<file path="src/rtl/am2940_pkg.sv">
// Shared types for the AM2940 DMA sequencing master: AM2940 instruction codes,
// control-register done modes and the controller state encoding.
package am2940_pkg;

  typedef enum logic [2:0] {
    WR_CR  = 3'd0,
    RD_CR  = 3'd1,
    RD_WC  = 3'd2,
    RD_AC  = 3'd3,
    REINIT = 3'd4,
    LD_AC  = 3'd5,
    LD_WC  = 3'd6,
    EN_CNT = 3'd7
  } am_instr_e;

  // Done modes held in CR[1:0]; CR[2] selects address decrement when set.
  localparam logic [1:0] DONE_WC_DEC   = 2'b00;
  localparam logic [1:0] DONE_WC_INC   = 2'b01;
  localparam logic [1:0] DONE_ADDR_CMP = 2'b10;
  localparam logic [1:0] DONE_NONE     = 2'b11;

  // Last beat index before an overrun is declared (256 acked beats).
  localparam logic [8:0] BEAT_LAST = 9'd255;

  typedef enum logic [2:0] {
    S_IDLE,
    S_WCR,
    S_LDA,
    S_LDW,
    S_RUN,
    S_RDBK,
    S_FIN,
    S_REINIT
  } ctrl_state_e;

endpackage

</file>
<file path="src/rtl/am2940_dma_ctrl_if.sv">
// AM2940 instruction bus plus memory-beat handshake. The controller drives the
// master side; the AM2940 and memory responder sit on the slave side.
interface am2940_dma_ctrl_if;
  import am2940_pkg::*;

  am_instr_e   am_i;
  logic [7:0]  am_din;
  logic [7:0]  am_dout;
  logic [7:0]  am_addr;
  logic        am_done;
  logic        mem_req;
  logic [7:0]  mem_addr;
  logic        mem_ack;

  modport master (
    output am_i, am_din, mem_req, mem_addr,
    input  am_dout, am_addr, am_done, mem_ack
  );

  modport slave (
    input  am_i, am_din, mem_req, mem_addr,
    output am_dout, am_addr, am_done, mem_ack
  );

endinterface

</file>
<file path="src/rtl/am2940_dma_ctrl.sv">
// Sequencing master for the AM2940: programs CR/AC/WC, steps one count per
// acked memory beat, reads WC back. `AM2940_DMA_REPEAT_EN adds repeat passes.
module am2940_dma_ctrl
  import am2940_pkg::*;
(
  input  logic       clk,
  input  logic       reset,
  input  logic       start,
`ifdef AM2940_DMA_REPEAT_EN
  input  logic       repeat_mode,
`endif
  input  logic [2:0] cmd,
  input  logic [7:0] start_addr,
  input  logic [7:0] word_cnt,
  output logic       busy,
  output logic       fin,
  output logic       err,
  output logic [7:0] wc_status,
  am2940_dma_ctrl_if.master bus
);

  ctrl_state_e state_q, state_d;
  logic [2:0]  cmd_q, cmd_d;
  logic [7:0]  addr_q, addr_d;
  logic [7:0]  wc_q, wc_d;
  logic [7:0]  wc_status_q, wc_status_d;
  logic        err_q, err_d;
  logic [8:0]  beat_q, beat_d;
`ifdef AM2940_DMA_REPEAT_EN
  logic        repeat_q, repeat_d;
`endif

  // NOTE: reset is synchronous and every flop uses <= so all state updates
  // together at the edge, independent of evaluation order.
  always_ff @(posedge clk) begin
    if (reset) begin
      state_q     <= S_IDLE;
      cmd_q       <= '0;
      addr_q      <= '0;
      wc_q        <= '0;
      wc_status_q <= '0;
      err_q       <= 1'b0;
      beat_q      <= '0;
`ifdef AM2940_DMA_REPEAT_EN
      repeat_q    <= 1'b0;
`endif
    end else begin
      state_q     <= state_d;
      cmd_q       <= cmd_d;
      addr_q      <= addr_d;
      wc_q        <= wc_d;
      wc_status_q <= wc_status_d;
      err_q       <= err_d;
      beat_q      <= beat_d;
`ifdef AM2940_DMA_REPEAT_EN
      repeat_q    <= repeat_d;
`endif
    end
  end

  // NOTE: every signal assigned here gets a default first, so no path can
  // leave one unassigned and infer a latch.
  always_comb begin
    state_d     = state_q;
    cmd_d       = cmd_q;
    addr_d      = addr_q;
    wc_d        = wc_q;
    wc_status_d = wc_status_q;
    err_d       = err_q;
    beat_d      = beat_q;
`ifdef AM2940_DMA_REPEAT_EN
    repeat_d    = repeat_q;
`endif
    bus.am_i    = RD_AC;
    bus.am_din  = '0;
    bus.mem_req = 1'b0;
    fin         = 1'b0;

    unique case (state_q)
      S_IDLE: begin
        if (start) begin
          cmd_d   = cmd;
          addr_d  = start_addr;
          wc_d    = word_cnt;
          err_d   = 1'b0;
          beat_d  = '0;
`ifdef AM2940_DMA_REPEAT_EN
          repeat_d = repeat_mode;
`endif
          state_d = S_WCR;
        end
      end
      S_WCR: begin
        bus.am_i   = WR_CR;
        bus.am_din = {5'b0, cmd_q};
        state_d    = S_LDA;
      end
      S_LDA: begin
        bus.am_i   = LD_AC;
        bus.am_din = addr_q;
        state_d    = S_LDW;
      end
      S_LDW: begin
        bus.am_i   = LD_WC;
        bus.am_din = wc_q;
        state_d    = S_RUN;
      end
      S_RUN: begin
        bus.mem_req = 1'b1;
        if (bus.mem_ack) begin
          // Counters advance on the same edge that completes the beat.
          bus.am_i = EN_CNT;
          beat_d   = beat_q + 9'd1;
          if (bus.am_done) begin
            state_d = S_RDBK;
          end else if (beat_q == BEAT_LAST) begin
            err_d   = 1'b1;
            state_d = S_RDBK;
          end
        end
      end
      S_RDBK: begin
        bus.am_i    = RD_WC;
        wc_status_d = bus.am_dout;
        state_d     = S_FIN;
      end
      S_FIN: begin
        fin     = 1'b1;
        state_d = S_IDLE;
`ifdef AM2940_DMA_REPEAT_EN
        // The host keeps repeating by holding repeat_mode through each pass.
        repeat_d = repeat_mode;
        if (repeat_q) begin
          beat_d  = '0;
          state_d = S_REINIT;
        end
`endif
      end
`ifdef AM2940_DMA_REPEAT_EN
      S_REINIT: begin
        bus.am_i = REINIT;
        state_d  = S_RUN;
      end
`endif
      default: state_d = S_IDLE;
    endcase
  end

  assign busy         = (state_q != S_IDLE);
  assign err          = err_q;
  assign wc_status    = wc_status_q;
  assign bus.mem_addr = bus.am_addr;

endmodule

</file>
<file path="src/flat_wrapper.sv">
// flat-port wrapper written by rule: the top's interface ports become plain ports
module am2940_dma_ctrl_flat import am2940_pkg::*;
  (clk, reset, start, cmd, start_addr, word_cnt, busy, fin, err, wc_status, bus_am_i, bus_am_din, bus_mem_req, bus_mem_addr, bus_am_dout, bus_am_addr, bus_am_done, bus_mem_ack);
  am2940_dma_ctrl_if bus_i ();
  input  logic clk;
  input  logic reset;
  input  logic start;
  input  logic [2:0] cmd;
  input  logic [7:0] start_addr;
  input  logic [7:0] word_cnt;
  output logic busy;
  output logic fin;
  output logic err;
  output logic [7:0] wc_status;
  output wire logic [$bits(bus_i.am_i)-1:0] bus_am_i;
  output wire logic [$bits(bus_i.am_din)-1:0] bus_am_din;
  output wire logic [$bits(bus_i.mem_req)-1:0] bus_mem_req;
  output wire logic [$bits(bus_i.mem_addr)-1:0] bus_mem_addr;
  input wire logic [$bits(bus_i.am_dout)-1:0] bus_am_dout;
  input wire logic [$bits(bus_i.am_addr)-1:0] bus_am_addr;
  input wire logic [$bits(bus_i.am_done)-1:0] bus_am_done;
  input wire logic [$bits(bus_i.mem_ack)-1:0] bus_mem_ack;
  assign bus_am_i = bus_i.am_i;
  assign bus_am_din = bus_i.am_din;
  assign bus_mem_req = bus_i.mem_req;
  assign bus_mem_addr = bus_i.mem_addr;
  assign bus_i.am_dout = bus_am_dout;
  assign bus_i.am_addr = bus_am_addr;
  assign bus_i.am_done = bus_am_done;
  assign bus_i.mem_ack = bus_mem_ack;
  am2940_dma_ctrl u_core (.clk(clk), .reset(reset), .start(start), .cmd(cmd), .start_addr(start_addr), .word_cnt(word_cnt), .busy(busy), .fin(fin), .err(err), .wc_status(wc_status), .bus(bus_i));
endmodule
</file>
<file path="config.mk">
export PLATFORM = sky130hd
export DESIGN_NAME = am2940_dma_ctrl_flat
export DESIGN_NICKNAME = d
export VERILOG_FILES = /design/src/rtl/am2940_pkg.sv /design/src/rtl/am2940_dma_ctrl_if.sv /design/src/rtl/am2940_dma_ctrl.sv /design/src/flat_wrapper.sv
export SDC_FILE = /design/constraint.sdc
export NUM_CORES = 1
export LEC_CHECK = 0
export CORE_ASPECT_RATIO = 0.7
export CORE_UTILIZATION = 41
export CTS_BUF_LIST = sky130_fd_sc_hd__clkbuf_2
export DETAILED_ROUTE_END_ITERATION = 6
export PLACE_DENSITY = 0.89
export SETUP_SLACK_MARGIN = 0.1
export SLEW_MARGIN = 20
export SYNTH_ARGS = -nofsm -noshare
export SYNTH_HDL_FRONTEND = slang
export SYNTH_SLANG_ARGS = --single-unit
</file>
<file path="constraint.sdc">
create_clock -name clk -period 1.7 [get_ports clk]
set_clock_uncertainty 0.2 [all_clocks]
set_input_delay 0.17 -clock clk [delete_from_list [all_inputs] [get_ports clk]]
set_output_delay 0.17 -clock clk [all_outputs]
set_load 0.05 [all_outputs]
</file>
==> impl_metrics.toml <==
[layout]
layout_common_cells = "buf_4 (39), clkdlybuf4s50_1 (31), dfxtp_1 (31)"
diodes = 0
design_area_um2 = 3730
instances_no_fill = 382
seqCellArea_um2 = 820
multi_input_area_um2 = 1610
layout.cells.most_common = "buf_4"
fillers = 212
final_net_count = 368
post-route-util_pct = 84.7
synthToLayoutAreaGrowth_pct = 95.7
drive_above_1_share_pct = 61.2

[detailed_routing]
drtIter0Drc = 204
firstDrtPassIters = 4
wl_met1_um = 3520
viasPerCell = 5.84
drc_errors = 0
wl_met3_um = 694
top_layer_used = "met4"
vias = 2232
routed_wl_um = 8160
wire_per_inst_um = 21.4
wl_met2_um = 3760
antenna_left = 0

[floorplanning]
fp.dieH_um = 59.1
initial_utilization_pct = 43.3
fp-row-count = 20
dieWidth_um = 83.5
die_area_um2 = 4930
core_um2 = 4400
io_pins = 71

[clocking]
root_buffer = "clkbuf_2"
clock_path_buffers = 2
cts.reportedPaths.clkPinSlew_ps = 240
ctsHtreeMaxLevel = 2
cts_tree = "built"
numCtsBuffers = 5
clkLatencyLatePin_ps = 410
cts_sinks = 40
holdBufCountCts = 0

[sta]
max_freq_ghz = 0.500
maxSlewViolCount = 0
slew_headroom_pct = 65.6
fin_ws_ps = -299
hold_viol = 0
finalSetupViolations = 48
rsz0062_at_grt = "yes"
worstMarginPinSlew_ps = 514
timing.final.crit_share_pct = 118
fin_crit_ps = 2000

[place]
post-dp-hpwl_um = 3770
dpl_cell_area_um2 = 2820
place_inst = 354
place_ws_ps = -350
port-buffer-count = 54
gp_routability_congestion = 0.885

[worst_setup_path]
crit_type = "register to register"
cp-start-kind = "register"
worstPathMaxFanout = 6
r2r_start = "u_core.state_q[0]"
reg2reg_to = "u_core.beat_q[7]"
r2r_cells = 7
cp_data_arrival_time_ps = 2110
required_ps = 1820
end_kind = "register"
ff2ff_setup_slack_ps = -300

[run]
max-cap-violations = 0

[grt]
grt_pass1_wl_um = 11100
antenna_found_initial = 0
grt-ovfl-total = 0
grt_pass1_vias = 2184
grt_max_degree = 22
grt.total_usage_pct = 29.3

[yosys]
synth-seq-area-share_pct = 42.0
avgSynthCellArea_um2 = 8.18
syn_inst = 233
synth_seq_cells = 40
syn_area_um2 = 1910
netlist-cell-type-count = 38
syn_nets = 275
ys_warn_count = 0

[outcome]
status = "finished with violations"
violations = "setup timing"

[hold_path]
whs_endpoint = "u_core.addr_q[4]"
hp-start = "start_addr[4]"
hold_path_class = "input pin to register"
hold_depth = 3

[power_and_ir_drop]
power_density_nw_per_um2 = 674
ir_drop_uv = 616
p_leak_nw = 1.49
==> synth_stat cells <==
cell	n	area share [%]
nand4bb_1	1	0.59
a211oi_1	1	0.39
mux2_2	3	1.8
nand2b_1	3	0.98
clkbuf_1	11	2.2
nor2b_1	2	0.66
or2_1	1	0.33
o21a_1	1	0.39
or3_1	3	0.98
o2111ai_1	1	0.46
nor2_1	21	4.1
and4bb_2	1	0.66
o31ai_1	1	0.39
nor4b_1	1	0.46
a31oi_1	2	0.66
ha_1	2	1.3
nand3b_1	4	1.6
buf_4	8	3.1
nor4_1	2	0.66
or4_1	4	1.6
buf_2	5	1.3
nor3_1	1	0.26
o211ai_1	2	0.79
o21ai_0	2	0.52
inv_1	3	0.59
nand4_1	1	0.33
and2b_1	1	0.39
o21bai_1	2	0.79
mux2i_1	16	8.4
nand3_1	8	2.1
dfxtp_1	40	42
or2b_1	1	0.39
a22oi_1	3	1.2
or4b_1	2	1.0
a2111oi_0	1	0.46
a21oi_1	24	6.3
nand2_1	47	9.3
buf_6	1	0.59
==> per-layer routing <==
metal  vias to the layer above  GRT usage, %
met1                      1087          37.5
met3                        26          7.10
met5                         -             0
met2                       133          50.0
li1                        986             -
met4                         0          9.20
==> state kept, by name, summed over array words and instances (netlist names) <==
register          flops
u_core.addr_q         8
u_core.err            1
u_core.cmd_q          3
u_core.state_q        3
u_core.wc_q           8
u_core.beat_q         9
u_core.wc_status      8
==> what timing repair did <==
action                                 4_1_cts  5_1_grt
setup endpoints to repair                   49       52
gates resized for setup                     95       76
pin swaps                                   41       35
endpoints found under the hold margin        0        0
gates cloned                                 2        0
buffers inserted                            15        6
==> stage by stage <==
stage               TNS, ps  power [mW]  hold slack, ps
floorplan                 0        1.37             106
global placement      -3200        1.55             140
detailed placement    -3990        1.57             140
CTS                   -4350        2.33            78.6
global route          -9760        2.58            76.5
finish                -7820        2.52            97.5
==> cells by family after synthesis <==
logic type	share of synthesized area [%]
buffers and inverters	7.81
AOI/OAI and AO/OA	12.3
DFF	42.0
muxes	10.2
adders and majority gates	1.31
and+or+nand+nor	26.4
==> power by group <==
group / internal (mW) / switching (mW) / leakage, nW
Clock: 0.253 / 0.341 / 0.0430
Sequential: 0.980 / 0.0475 / 0.331
Combinational: 0.444 / 0.450 / 1.12
Total: 1.68 / 0.839 / 1.49
==> area by class of cell <==
class                           instances  area share (%)
Timing Repair Buffer                  110            31.0
Multi-Input combinational cell        166            43.2
Inverter                                3           0.302
Sequential cell                        40            22.0
Clock buffer                            6           0.805
Tap cell                               55            1.84
Clock inverter                          2           0.939
==> worst max-delay path: stages, from the launching register on <==
cell	delay [ps]
dfxtp_4	430
buf_6	140
buf_6	110
buf_6	110
or2_4	270
nor4_4	310
buf_4	180
mux2i_1	190
==> worst max path at each step <==
| stage | to | start | slack [ps] | cells past startpoint |
|---|---|---|---|---|
| 6_report | u_core.beat_q[7] | u_core.state_q[0] | -300 | 7 |
| 5_1_grt | u_core.beat_q[7] | u_core.state_q[0] | -320 | 7 |
| 4_1_cts | bus_am_din[0] | u_core.state_q[0] | -260 | 4 |
| 3_5_place_dp | u_core.beat_q[7] | start | -350 | 6 |
| 3_3_place_gp | u_core.beat_q[7] | start | -240 | 6 |
| 2_1_floorplan | u_core.err | u_core.beat_q[1] | 70 | 6 |
(Power assumes the default switching activity.)
